$ cat src/rtl/hitomezashi_pattern_gen_if.sv
// Hitomezashi pattern generator port bundle: request pulses in, committed
// stitch start vectors and status out.
interface hitomezashi_pattern_gen_if #(
    parameter int V_LINES = 40,
    parameter int H_LINES = 22
);
    logic               frame;
    logic               advance;
    logic [V_LINES-1:0] v_start;
    logic [H_LINES-1:0] h_start;
    logic               busy;
    logic               update;

    // Timing/control side: issues frame and advance, consumes the pattern.
    modport master (
        output frame,
        output advance,
        input  v_start,
        input  h_start,
        input  busy,
        input  update
    );

    // Generator side.
    modport slave (
        input  frame,
        input  advance,
        output v_start,
        output h_start,
        output busy,
        output update
    );
endinterface

$ cat src/rtl/hitomezashi_pattern_gen.sv
// Hitomezashi stitch start-vector generator. A 16-bit Fibonacci LFSR fills
// shadow registers one bit per cycle; the shadow is committed to the outputs
// only on a frame pulse so a frame never mixes two patterns.
module hitomezashi_pattern_gen #(
    parameter int                 V_LINES = 40,
    parameter int                 H_LINES = 22,
    parameter logic [15:0]        SEED    = 16'hACE1,
    parameter int                 FRAMES  = 60,
    parameter logic [V_LINES-1:0] V_INIT  = V_LINES'({V_LINES{2'b01}}),
    parameter logic [H_LINES-1:0] H_INIT  = H_LINES'({H_LINES{2'b01}})
) (
    input  logic                      clk_pix,
    input  logic                      rst_pix_n,
    hitomezashi_pattern_gen_if.slave  pg
);

    localparam int                 TOTAL    = V_LINES + H_LINES;
    localparam int                 IDX_W    = (TOTAL > 1) ? $clog2(TOTAL) : 1;
    localparam logic [IDX_W-1:0]   IDX_LAST = IDX_W'(TOTAL - 1);
    // An all-zero LFSR would lock up, so a zero seed is replaced by 1.
    localparam logic [15:0]        SEED_EFF = (SEED == 16'd0) ? 16'h0001 : SEED;
    localparam logic [15:0]        FR_LAST  = (FRAMES == 0) ? 16'd0 : 16'(FRAMES - 1);

    typedef enum logic [1:0] {
        S_IDLE = 2'd0,
        S_GEN  = 2'd1,
        S_WAIT = 2'd2
    } state_t;

    state_t             state;
    state_t             state_nxt;

    logic [15:0]        lfsr;
    logic [15:0]        frame_cnt;
    logic [IDX_W-1:0]   idx;
    logic [V_LINES-1:0] shadow_v;
    logic [H_LINES-1:0] shadow_h;
    logic [V_LINES-1:0] v_start_q;
    logic [H_LINES-1:0] h_start_q;
    logic               update_q;

    logic               fb;
    logic               frame_term;
    logic               trig;
    logic               start;
    logic               gen_en;
    logic               commit;

    // Taps 16,15,13,4; the feedback bit is both the shifted-in bit and the
    // emitted pattern bit.
    assign fb = lfsr[15] ^ lfsr[14] ^ lfsr[12] ^ lfsr[3];

    // advance and the terminal frame in the same cycle collapse into one trigger.
    assign frame_term = (FRAMES != 0) && (frame_cnt == FR_LAST);
    assign trig       = pg.advance || (pg.frame && frame_term);

    // State register.
    always_ff @(posedge clk_pix or negedge rst_pix_n) begin
        if (!rst_pix_n) begin
            state <= S_IDLE;
        end else begin
            state <= state_nxt;
        end
    end

    // Next-state and per-state strobes; requests outside IDLE are dropped.
    always_comb begin
        state_nxt = state;
        start     = 1'b0;
        gen_en    = 1'b0;
        commit    = 1'b0;
        case (state)
            S_IDLE: begin
                if (trig) begin
                    start     = 1'b1;
                    state_nxt = S_GEN;
                end
            end
            S_GEN: begin
                gen_en = 1'b1;
                if (idx == IDX_LAST) begin
                    state_nxt = S_WAIT;
                end
            end
            S_WAIT: begin
                if (pg.frame) begin
                    commit    = 1'b1;
                    state_nxt = S_IDLE;
                end
            end
            default: begin
                state_nxt = S_IDLE;
            end
        endcase
    end

    // Frame counter: counts frame pulses only while idle, restarts on a trigger.
    always_ff @(posedge clk_pix or negedge rst_pix_n) begin
        if (!rst_pix_n) begin
            frame_cnt <= 16'd0;
        end else if (start) begin
            frame_cnt <= 16'd0;
        end else if (state == S_IDLE && pg.frame) begin
            frame_cnt <= frame_cnt + 16'd1;
        end
    end

    // Bit index into the concatenated shadow {h, v}.
    always_ff @(posedge clk_pix or negedge rst_pix_n) begin
        if (!rst_pix_n) begin
            idx <= '0;
        end else if (start) begin
            idx <= '0;
        end else if (gen_en) begin
            idx <= idx + 1'b1;
        end
    end

    // LFSR steps only while generating, keeping the pattern sequence deterministic.
    always_ff @(posedge clk_pix or negedge rst_pix_n) begin
        if (!rst_pix_n) begin
            lfsr <= SEED_EFF;
        end else if (gen_en) begin
            lfsr <= {lfsr[14:0], fb};
        end
    end

    // Shadow fill: first V_LINES bits go to vertical lines, the rest to horizontal.
    always_ff @(posedge clk_pix or negedge rst_pix_n) begin
        if (!rst_pix_n) begin
            shadow_v <= '0;
            shadow_h <= '0;
        end else if (gen_en) begin
            for (int i = 0; i < V_LINES; i++) begin
                if (idx == IDX_W'(i)) begin
                    shadow_v[i] <= fb;
                end
            end
            for (int j = 0; j < H_LINES; j++) begin
                if (idx == IDX_W'(V_LINES + j)) begin
                    shadow_h[j] <= fb;
                end
            end
        end
    end

    // Output registers: change only on the commit edge; update marks that edge.
    always_ff @(posedge clk_pix or negedge rst_pix_n) begin
        if (!rst_pix_n) begin
            v_start_q <= V_INIT;
            h_start_q <= H_INIT;
            update_q  <= 1'b0;
        end else begin
            update_q <= commit;
            if (commit) begin
                v_start_q <= shadow_v;
                h_start_q <= shadow_h;
            end
        end
    end

    assign pg.v_start = v_start_q;
    assign pg.h_start = h_start_q;
    assign pg.update  = update_q;
    assign pg.busy    = (state != S_IDLE);

endmodule

$ cat src/flat_wrapper.sv
// flat-port wrapper written by rule: the top's interface ports become plain ports
module hitomezashi_pattern_gen_flat 
#(
    parameter int                 V_LINES = 40,
    parameter int                 H_LINES = 22,
    parameter logic [15:0]        SEED    = 16'hACE1,
    parameter int                 FRAMES  = 60,
    parameter logic [V_LINES-1:0] V_INIT  = V_LINES'({V_LINES{2'b01}}),
    parameter logic [H_LINES-1:0] H_INIT  = H_LINES'({H_LINES{2'b01}})
)
  (clk_pix, rst_pix_n, pg_frame, pg_advance, pg_v_start, pg_h_start, pg_busy, pg_update);
  hitomezashi_pattern_gen_if #(.V_LINES(V_LINES), .H_LINES(H_LINES)) pg_i ();
  input  logic clk_pix;
  input  logic rst_pix_n;
  input wire logic [$bits(pg_i.frame)-1:0] pg_frame;
  input wire logic [$bits(pg_i.advance)-1:0] pg_advance;
  output wire logic [$bits(pg_i.v_start)-1:0] pg_v_start;
  output wire logic [$bits(pg_i.h_start)-1:0] pg_h_start;
  output wire logic [$bits(pg_i.busy)-1:0] pg_busy;
  output wire logic [$bits(pg_i.update)-1:0] pg_update;
  assign pg_i.frame = pg_frame;
  assign pg_i.advance = pg_advance;
  assign pg_v_start = pg_i.v_start;
  assign pg_h_start = pg_i.h_start;
  assign pg_busy = pg_i.busy;
  assign pg_update = pg_i.update;
  hitomezashi_pattern_gen #(.V_LINES(V_LINES), .H_LINES(H_LINES), .SEED(SEED), .FRAMES(FRAMES), .V_INIT(V_INIT), .H_INIT(H_INIT)) u_core (.clk_pix(clk_pix), .rst_pix_n(rst_pix_n), .pg(pg_i));
endmodule
$ cat config.mk
export PLATFORM = sky130hd
export DESIGN_NAME = hitomezashi_pattern_gen_flat
export DESIGN_NICKNAME = d
export VERILOG_FILES = /design/src/rtl/hitomezashi_pattern_gen_if.sv /design/src/rtl/hitomezashi_pattern_gen.sv /design/src/flat_wrapper.sv
export SDC_FILE = /design/constraint.sdc
export NUM_CORES = 1
export LEC_CHECK = 0
export BUFFER_PORTS_ARGS = -buffer_cell sky130_fd_sc_hd__buf_2
export CORE_UTILIZATION = 60
export CTS_CLUSTER_SIZE = 12
export DETAILED_ROUTE_END_ITERATION = 12
export HOLD_SLACK_MARGIN = 0.08
export PLACE_DENSITY = 0.81
export SYNTH_ARGS = -nofsm -noshare
export SYNTH_HDL_FRONTEND = slang
export SYNTH_SLANG_ARGS = --single-unit
$ cat constraint.sdc
create_clock -name clk_pix -period 4.5 [get_ports clk_pix]
set_input_delay 0.9 -clock clk_pix [delete_from_list [all_inputs] [get_ports clk_pix]]
set_output_delay 0.9 -clock clk_pix [all_outputs]
set_load 0.01 [all_outputs]
==> flow_summary_export.csv, run 1 <==
group,metric,value,unit
run_status,outcome,"complete, but fails checks",
run_status,violations,"design-rule violations",
critical_path,worst_setup_path_end_kind,"primary output",
synthesis,ys_seq_area_share,58.61,%
grt,overflow,0,
placement,place_congestion,0.8793,
pwr,peakVddDrop,264.1,uV
sta,hold_violations,0,
grt,grt_pass1_vias,4919,
hold_path,holdPathStages,2,
clock_tree,path_clk_slew,60,ps
synthesis,async_flop_share,100.0,%
clock_tree,post_cts_resized,0,
sta,finalCriticalPeriod,2356,ps
sta,fmax,0.4244,GHz
pwr,power_density,451.8,mW/mm2
hold_path,hold_start,"u_core.pg.v_start[6]$_DFFE_PN1P_",
synthesis,synth_flop_cell,"dfrtp_1",
sta,finalSetupViolations,0,
critical_path,crit_required,3600,ps
synthesis,syn_area,0.007128,mm2
clock_tree,cts_post_setup_buffers_inserted,0,
route,drc,14,
floorplanning,die_h,111.0,um
clock_tree,tritoncts,"yes",
floorplanning,die_area,0.01232,mm2
synthesis,muxShareOfSynthArea,9.935,%
grt,grt_max_degree,118,
clock_tree,clock_sinks,165,
clock_tree,cts_buffer_depth,2,
floorplanning,start_util,61.90,%
synthesis,syn_nets,707,
floorplanning,ios,68,
critical_path,worstPathArrival,1460,ps
critical_path,worst-path-max-fanout,10,
layout,finish.utilization,70.49,%
route,drt_pre_antenna_iters,9,
sta,grt_setup_unrepaired,"no",
sta,worstMarginPinSlew,1045,ps
critical_path,path_class,"reg2out",
synthesis,synth_xor_area_share,1.843,%
critical_path,r2r_slack,2170,ps
synthesis,synth_top_family_by_area,"simple AND/OR/NAND/NOR gates",
clock_tree,root_buffer,"clkbuf_16",
synthesis,synth_edf_count,0,
route,viasPerCell,5.490,
synthesis,synth-adder-area-share,0.8777,%
critical_path,reg2regPathDepth,5,
sta,relSlewSlack,30.32,%
synthesis,yosysWarnings,0,
sta,setup_tns,0,ps
clock_tree,clk_latency,430,ps
clock_tree,h-tree-depth,4,
synthesis,synth_seq_cells,165,
synthesis,yosys.area_share.simple,24.22,%
sta,min_period_over_period,52.36,%
placement,port_buffers,67,
layout,area_growth_syn_to_layout,13.88,%
route,post_drt_wl_per_cell,15.87,um
clock_tree,cts_buffers,17,
layout,fin_nets,763,
synthesis,synth_compound_area_share,1.861,%
route,drtIter0Drc,343,
layout,drive_gt1_share,28.55,%
critical_path,regToRegStartpoint,"u_core.state[1]$_DFFE_PN0P_",
clock_tree,ctsHoldBuffers,0,
layout,antenna_cells,0,
route,num_vias,4996,
route,wl,14440,um
run,cap_violations,0,
synthesis,post_synth.cell_area_avg,10.21,um2
placement,hpwlAfterDp,9160,um
floorplanning,fp.coreArea,0.01152,mm2
critical_path,startpoint_type,"flop",
synthesis,synth_cell_types,51,
sta,drv_slew,0,
critical_path,rr_endpoint,"u_core.shadow_v[12]$_DFFE_PN0P_",
floorplanning,fp.dieW,111.0,um
hold_path,holdPathEnd,"u_core.pg.v_start[6]$_DFFE_PN1P_",
sta,clock_skew,5.653,ps
pwr,p_leak,0.004210,uW
route,ant_nets,0,
grt,grt_pass1_wl,24230,um
grt,grt_usage,25.36,%
hold_path,hp-class,"reg2reg",
synthesis,syn_inst,698,
floorplanning,rows,39,
grt,antenna_found_initial,0,
stage by stage:
stage                     hold slack (ps)  area, um2  worst slack, ps  power [uW]  instances
after detailed placement            447.1       7523             2097        2241        878
final                               455.0       8118             2144        3667        910
after global placement              438.7       7523             2184        2215        878
after CTS                           461.1       8118             2135        3682        910
after floorplan                     431.5       7128             2415        2140        698
after global routing                475.8       8118             2029        3812        910
sequential cells by signal, indices dropped and copies added (netlist names):
| name | count |
|---|---|
| u_core.state | 2 |
| u_core.shadow_v | 40 |
| u_core.shadow_h | 22 |
| u_core.frame_cnt | 16 |
| u_core.lfsr | 16 |
| u_core.pg.update | 1 |
| u_core.idx | 6 |
| u_core.pg.h_start | 22 |
| u_core.pg.v_start | 40 |
synth_stat cells (2+ instances only):
| library cell | instances | area [um2] |
|---|---|---|
| nand2_1 | 257 | 964.7 |
| dfrtp_1 | 126 | 3153 |
| nor2_1 | 69 | 259.0 |
| mux2_2 | 52 | 585.6 |
| dfstp_2 | 39 | 1025 |
| clkbuf_1 | 22 | 82.58 |
| nand3_1 | 13 | 65.06 |
| mux2_1 | 10 | 112.6 |
| nor2_4 | 10 | 112.6 |
| buf_2 | 9 | 45.04 |
| o21ai_0 | 9 | 45.04 |
| xnor2_1 | 8 | 70.07 |
| xor2_1 | 7 | 61.31 |
| nor3_1 | 6 | 30.03 |
| ha_1 | 5 | 62.56 |
| nand3b_1 | 4 | 30.03 |
| nand4_1 | 4 | 25.02 |
| nor2b_1 | 4 | 25.02 |
| inv_1 | 3 | 11.26 |
| nor4_1 | 3 | 18.77 |
| a21oi_1 | 2 | 10.01 |
| and3_1 | 2 | 12.51 |
| inv_2 | 2 | 7.510 |
| nand2b_1 | 2 | 12.51 |
| nand3b_4 | 2 | 40.04 |
| nor3b_1 | 2 | 15.01 |
| nor4b_2 | 2 | 30.03 |
worst max-delay path, cell delays in order (launching register included):
cell     delay (ps)
dfrtp_1         470
nor2_4          250
inv_2           140
buf_2           170
worst max-delay path by stage:
stage	slack (ps)	startpoint	to
after floorplan	2410	pg_frame	u_core.frame_cnt[15]$_DFFE_PN0P_
after global placement	2180	pg_frame	u_core.idx[0]$_DFFE_PN0P_
after detailed placement	2100	pg_frame	u_core.idx[0]$_DFFE_PN0P_
after CTS	2130	u_core.state[0]$_DFFE_PN0P_	pg_busy
after global routing	2030	u_core.state[1]$_DFFE_PN0P_	u_core.shadow_v[14]$_DFFE_PN0P_
final	2140	u_core.state[0]$_DFFE_PN0P_	pg_busy
placed cells by master, fill, tap and decap left out, drive strengths merged, types with 2 or more instances in the layout:
master  count
nand2     258
nor2b       4
nor3b       2
nor2       80
xor2        7
xnor2       8
o21ai       9
mux2       62
nor4        4
dfrtp     126
nor3        6
inv         6
clkinv      8
bufinv      2
ha          5
buf        72
dfstp      39
a21oi       2
nand3b      6
nand4       5
clkbuf     20
or3         2
nand2b      2
nor4b       2
and3        2
nand3      14
metal layers:
metal	GRT usage [%]	vias to the layer above	part of all wire, %
met5	0	-	0
met4	11.87	0	2.4
met3	5.085	35	4.0
met2	41.47	139	51
met1	32.73	2455	43
li1	-	2367	-
area by class of cell:
class,instances,area (um2)
clock inverters,12,127.6
fillers,807,3398
flip-flops and latches,165,4178
clock buffers,20,466.7
multi-input cells,493,2769
inverters,5,18.77
well taps,143,178.9
repair buffers,72,379.1
power breakdown:
| part | total [uW] | internal (uW) | switching, uW |
|---|---|---|---|
| sequential | 1620 | 1520 | 91.5 |
| clock | 1440 | 859 | 578 |
| combinational | 614 | 168 | 446 |
cell families after synthesis:
logic type                 Yosys count
AOI/OAI and AO/OA                   20
xor gates and xnor gates            15
adders and majority gates            5
buffers and inverters               40
DFF                                165
muxes                               63
and+or+nand+nor                    390
(Power assumes the default switching activity.)
==> run 2, diff against run 1 <==
Settings changed: CORE_UTILIZATION 60 to 53, PLACE_DENSITY 0.81 to 0.75.
Clock period 4.5 ns to 2.16 ns, I/O delays scaled along.
==> flow_summary_export.csv, run 2 (synthesis gave the netlist of run 1 again) <==
group,metric,value,unit
clock_tree,tritoncts,"yes",
sta,setup_ws,172.9,ps
clock_tree,clk_latency,440,ps
sta,setup_tns,0,ps
layout,area_growth_syn_to_layout,16.68,%
floorplanning,rows,42,
sta,drv_slew,0,
placement,hpwlAfterDp,9899,um
critical_path,worstPathArrival,2300,ps
pwr,peakVddDrop,655.1,uV
pwr,power_density,951.3,mW/mm2
clock_tree,cts_buffer_depth,2,
layout,mostFrequentLayoutCells,"nand2_1 (257), dfrtp_1 (126), nor2_1 (69), buf_2 (66), mux2_2 (52)",
critical_path,worst-path-max-fanout,14,
sta,grt_setup_unrepaired,"no",
sta,relSlewSlack,62.01,%
grt,grt_usage,23.57,%
route,wl,15030,um
layout,fin_nets,770,
layout,final_common_cell,"nand2_1",
route,drtIter0Drc,372,
run,cap_violations,0,
grt,grt_pass1_wl,25320,um
grt,overflow,0,
critical_path,path_class,"reg2reg",
grt,antenna_found_initial,0,
clock_tree,cts_buffers,17,
floorplanning,start_util,54.04,%
run_status,outcome,"finished clean",
placement,port_buffers,67,
floorplanning,die_area,0.01392,mm2
layout,antenna_cells,0,
sta,hold_violations,0,
floorplanning,ios,68,
sta,clock_skew,9.783,ps
clock_tree,root_buffer,"clkbuf_16",
sta,finalSetupViolations,0,
route,ant_nets,0,
route,viasPerCell,5.315,
critical_path,worst_setup_path_end_kind,"flop",
clock_tree,h-tree-depth,4,
floorplanning,die_h,118.0,um
layout,drive_gt1_share,28.81,%
sta,fmax,0.5032,GHz
route,drt_pre_antenna_iters,5,
floorplanning,fp.dieW,118.0,um
hold_path,hp-class,"in2reg",
placement,place_congestion,0.8318,
grt,grt_max_degree,64,
pwr,p_leak,0.004266,uW
sta,min_period_over_period,91.99,%
clock_tree,path_clk_slew,60,ps
grt,grt_pass1_vias,5057,
critical_path,startpoint_type,"flop",
route,num_vias,5049,
route,post_drt_wl_per_cell,15.82,um
sta,finalCriticalPeriod,1987,ps
clock_tree,cts_post_setup_buffers_inserted,0,
floorplanning,fp.coreArea,0.01319,mm2
critical_path,crit_required,2470,ps
route,drc,0,
placement,dpl_worst_slack,221.4,ps
sta,worstMarginPinSlew,569.8,ps
clock_tree,clock_sinks,165,
run 2: cell types whose count changed in the layout (fill, tap and decap cells not counted), sizes merged:
cell / change
buf: +6
bufinv: +2
clkbuf: +1
clkinv: -5
clkinvlp: +2
dlygate4sd3: +1
run 2: power by group:
part | internal (uW) | total (uW) | switching [uW]
combinational | 400 | 1330 | 932
sequential | 3180 | 3370 | 190
clock | 2000 | 3210 | 1210
total | 5580 | 7910 | 2340
run 2: final cells by class:
| type | instances | area [um2] |
|---|---|---|
| fill | 1008 | 4873 |
| sequential | 165 | 4178 |
| multi-input combinational | 493 | 2769 |
| timing repair buffer | 79 | 496.7 |
| clock buffer | 21 | 460.4 |
| tap | 176 | 220.2 |
| clock inverter | 11 | 173.9 |
| inverter | 5 | 18.77 |
run 2: what timing repair did:
action	CTS	global route
endpoints found under the hold margin	38	0
hold buffers	1	0
resized for setup	0	0
run 2: metrics by stage:
step	util, %	power, uW	hold WS, ps	area (um2)	instances
6_report	63.05	7912	355.1	8317	950
5_1_grt	63.05	8233	369.9	8317	950
4_1_cts	63.05	7958	338.9	8317	950
3_5_place_dp	58.17	4728	445.8	7672	917
3_3_place_gp	58.17	4692	440.5	7672	917
2_1_floorplan	-	4458	136.4	7128	698
run 2: final timing paths:
kind                                             startpoint                               end  slack (ps)  cells past startpoint
worst max-delay path            u_core.state[0]$_DFFE_PN0P_   u_core.shadow_h[16]$_DFFE_PN0P_         170                      5
worst min-delay path                               pg_frame   u_core.frame_cnt[0]$_DFFE_PN0P_         360                      3
worst max register to register  u_core.state[0]$_DFFE_PN0P_   u_core.shadow_h[16]$_DFFE_PN0P_         170                      5
worst min register to register   u_core.lfsr[5]$_DFFE_PN1P_        u_core.lfsr[6]$_DFFE_PN1P_         460                      2
max in group asynchronous                         rst_pix_n       u_core.lfsr[11]$_DFFE_PN1P_         930                      3
min in group asynchronous                         rst_pix_n  u_core.pg.v_start[7]$_DFFE_PN0P_         550                      2
run 2: critical path, stage by stage, from the launching register on:
cell     delay (ps)
dfrtp_1         490
nor2b_1         230
buf_4           220
nand3_2         310
nor2_1          250
mux2_2          360
run 2: metal layers:
metal | track usage [%] | part of all wire, % | up-vias
li1 | - | - | 2380
met1 | 30.50 | 43 | 2530
met2 | 37.79 | 50 | 111
met3 | 4.409 | 4.0 | 28
met4 | 12.50 | 2.6 | 0
met5 | 0 | 0 | -
==> run 3, diff against run 2 <==
Settings changed: REMOVE_ABC_BUFFERS set to 1.
==> flow_summary_export.csv, run 3 (synthesis gave the netlist of run 1 again) <==
group,metric,value,unit
critical_path,worstPathArrival,2190,ps
pwr,power_density,944.5,mW/mm2
route,num_vias,4938,
sta,min_period_over_period,88.20,%
clock_tree,cts_buffer_depth,2,
route,drc,0,
run_status,outcome,"finished clean",
floorplanning,ios,68,
layout,final_cells,954,
grt,grt_max_degree,64,
layout,mostFrequentLayoutCells,"nand2_1 (257), dfrtp_1 (126), nor2_1 (69), buf_2 (66), mux2_2 (52)",
grt,grt_usage,21.72,%
floorplanning,die_area,0.01392,mm2
pwr,p_leak,0.004265,uW
pwr,peakVddDrop,596.1,uV
floorplanning,fp.coreArea,0.01319,mm2
route,drt_pre_antenna_iters,4,
sta,clock_skew,6.512,ps
critical_path,startpoint_type,"flop",
sta,relSlewSlack,62.68,%
layout,stdcell_area,0.008308,mm2
sta,drv_slew,0,
layout,antenna_cells,0,
floorplanning,start_util,54.04,%
critical_path,path_class,"reg2reg",
sta,setup_tns,0,ps
sta,grt_setup_unrepaired,"no",
route,drtIter0Drc,278,
sta,finalSetupViolations,0,
clock_tree,cts_buffers,17,
clock_tree,post_cts_resized,0,
grt,overflow,0,
hold_path,hp-class,"in2reg",
critical_path,worst_setup_path_end_kind,"flop",
route,wl,13940,um
grt,antenna_found_initial,0,
clock_tree,tritoncts,"yes",
clock_tree,clock_sinks,165,
sta,whs,365.0,ps
floorplanning,fp.dieW,118.0,um
placement,hpwlAfterDp,9327,um
sta,finalCriticalPeriod,1905,ps
placement,port_buffers,67,
floorplanning,die_h,118.0,um
grt,grt_pass1_wl,24050,um
route,post_drt_wl_per_cell,14.61,um
critical_path,crit_required,2450,ps
run,cap_violations,0,
clock_tree,path_clk_slew,60,ps
sta,worstMarginPinSlew,559.8,ps
route,viasPerCell,5.176,
placement,place_congestion,0.8296,
clock_tree,cts_post_setup_buffers_inserted,0,
grt,grt_pass1_vias,4918,
clock_tree,root_buffer,"clkbuf_16",
sta,hold_violations,0,
placement,placed_area,0.007677,mm2
critical_path,worst-path-max-fanout,13,
route,ant_nets,0,
clock_tree,ctsHoldBuffers,1,
clock_tree,h-tree-depth,4,
placement,dp_cells,921,
floorplanning,rows,42,
layout,final_common_cell,"nand2_1",
layout,drive_gt1_share,29.31,%
sta,fmax,0.5249,GHz
layout,fin_nets,774,
layout,area_growth_syn_to_layout,16.55,%
clock_tree,clk_latency,430,ps
==> run 3: changes by cell type in the layout (fill, tap and decap cells not counted) <==
cell and change:
clkbuf_8 +1, clkinvlp_4 +2, bufinv_16 -1, buf_12 -2, buf_4 +6, clkbuf_1 -1, inv_6 -1
==> run 3: per-layer routing <==
metal | vias up | global-route usage (%) | share of wire, %
met5 | - | 0 | 0
met4 | 0 | 6.330 | 1.1
met3 | 15 | 4.942 | 3.3
met2 | 98 | 35.81 | 50
met1 | 2443 | 28.74 | 46
li1 | 2382 | - | -
==> run 3: final cells by class <==
type                    count  area, um2
clock buffers              21      470.5
clock inverters            11      150.1
fillers                  1020       4882
repair buffers             83      501.7
flip-flops and latches    165       4178
well taps                 176      220.2
inverters                   5      18.77
multi-input cells         493       2769
==> run 3: final timing paths <==
| check | slack (ps) | end | cells after the start | start |
|---|---|---|---|---|
| max | 250 | u_core.idx[0]$_DFFE_PN0P_ | 6 | u_core.frame_cnt[0]$_DFFE_PN0P_ |
| max in group asynchronous | 940 | u_core.lfsr[15]$_DFFE_PN1P_ | 3 | rst_pix_n |
| min reg2reg | 460 | u_core.lfsr[10]$_DFFE_PN1P_ | 2 | u_core.lfsr[10]$_DFFE_PN1P_ |
| min in group asynchronous | 490 | u_core.pg.v_start[39]$_DFFE_PN0P_ | 2 | rst_pix_n |
| min | 370 | u_core.state[1]$_DFFE_PN0P_ | 2 | pg_frame |
| max reg2reg | 250 | u_core.idx[0]$_DFFE_PN0P_ | 6 | u_core.frame_cnt[0]$_DFFE_PN0P_ |
==> run 3: per-stage QoR <==
stage                     utilization, %  setup WS [ps]  total power, uW
after global routing               62.99          62.81             8190
after global placement             58.21          333.9             4740
final                              62.99          254.9             7847
after detailed placement           58.21          262.0             4793
after floorplan                        -         -723.8             4270
after CTS                          62.99          256.9             7909
==> run 3: worst max-delay path: stages (launching register included) <==
cell and delay [ps]:
dfrtp_1 390, ha_1 230, nand3b_1 120, nor2_1 100
a41o_1 320, and2_1 430, o21ai_0 180
==> run 3: report_power, final <==
group	switching (uW)	leakage, uW	internal [uW]
clock network	1190	0.000288	1910
registers	199	0.00214	3180
logic	929	0.00184	440
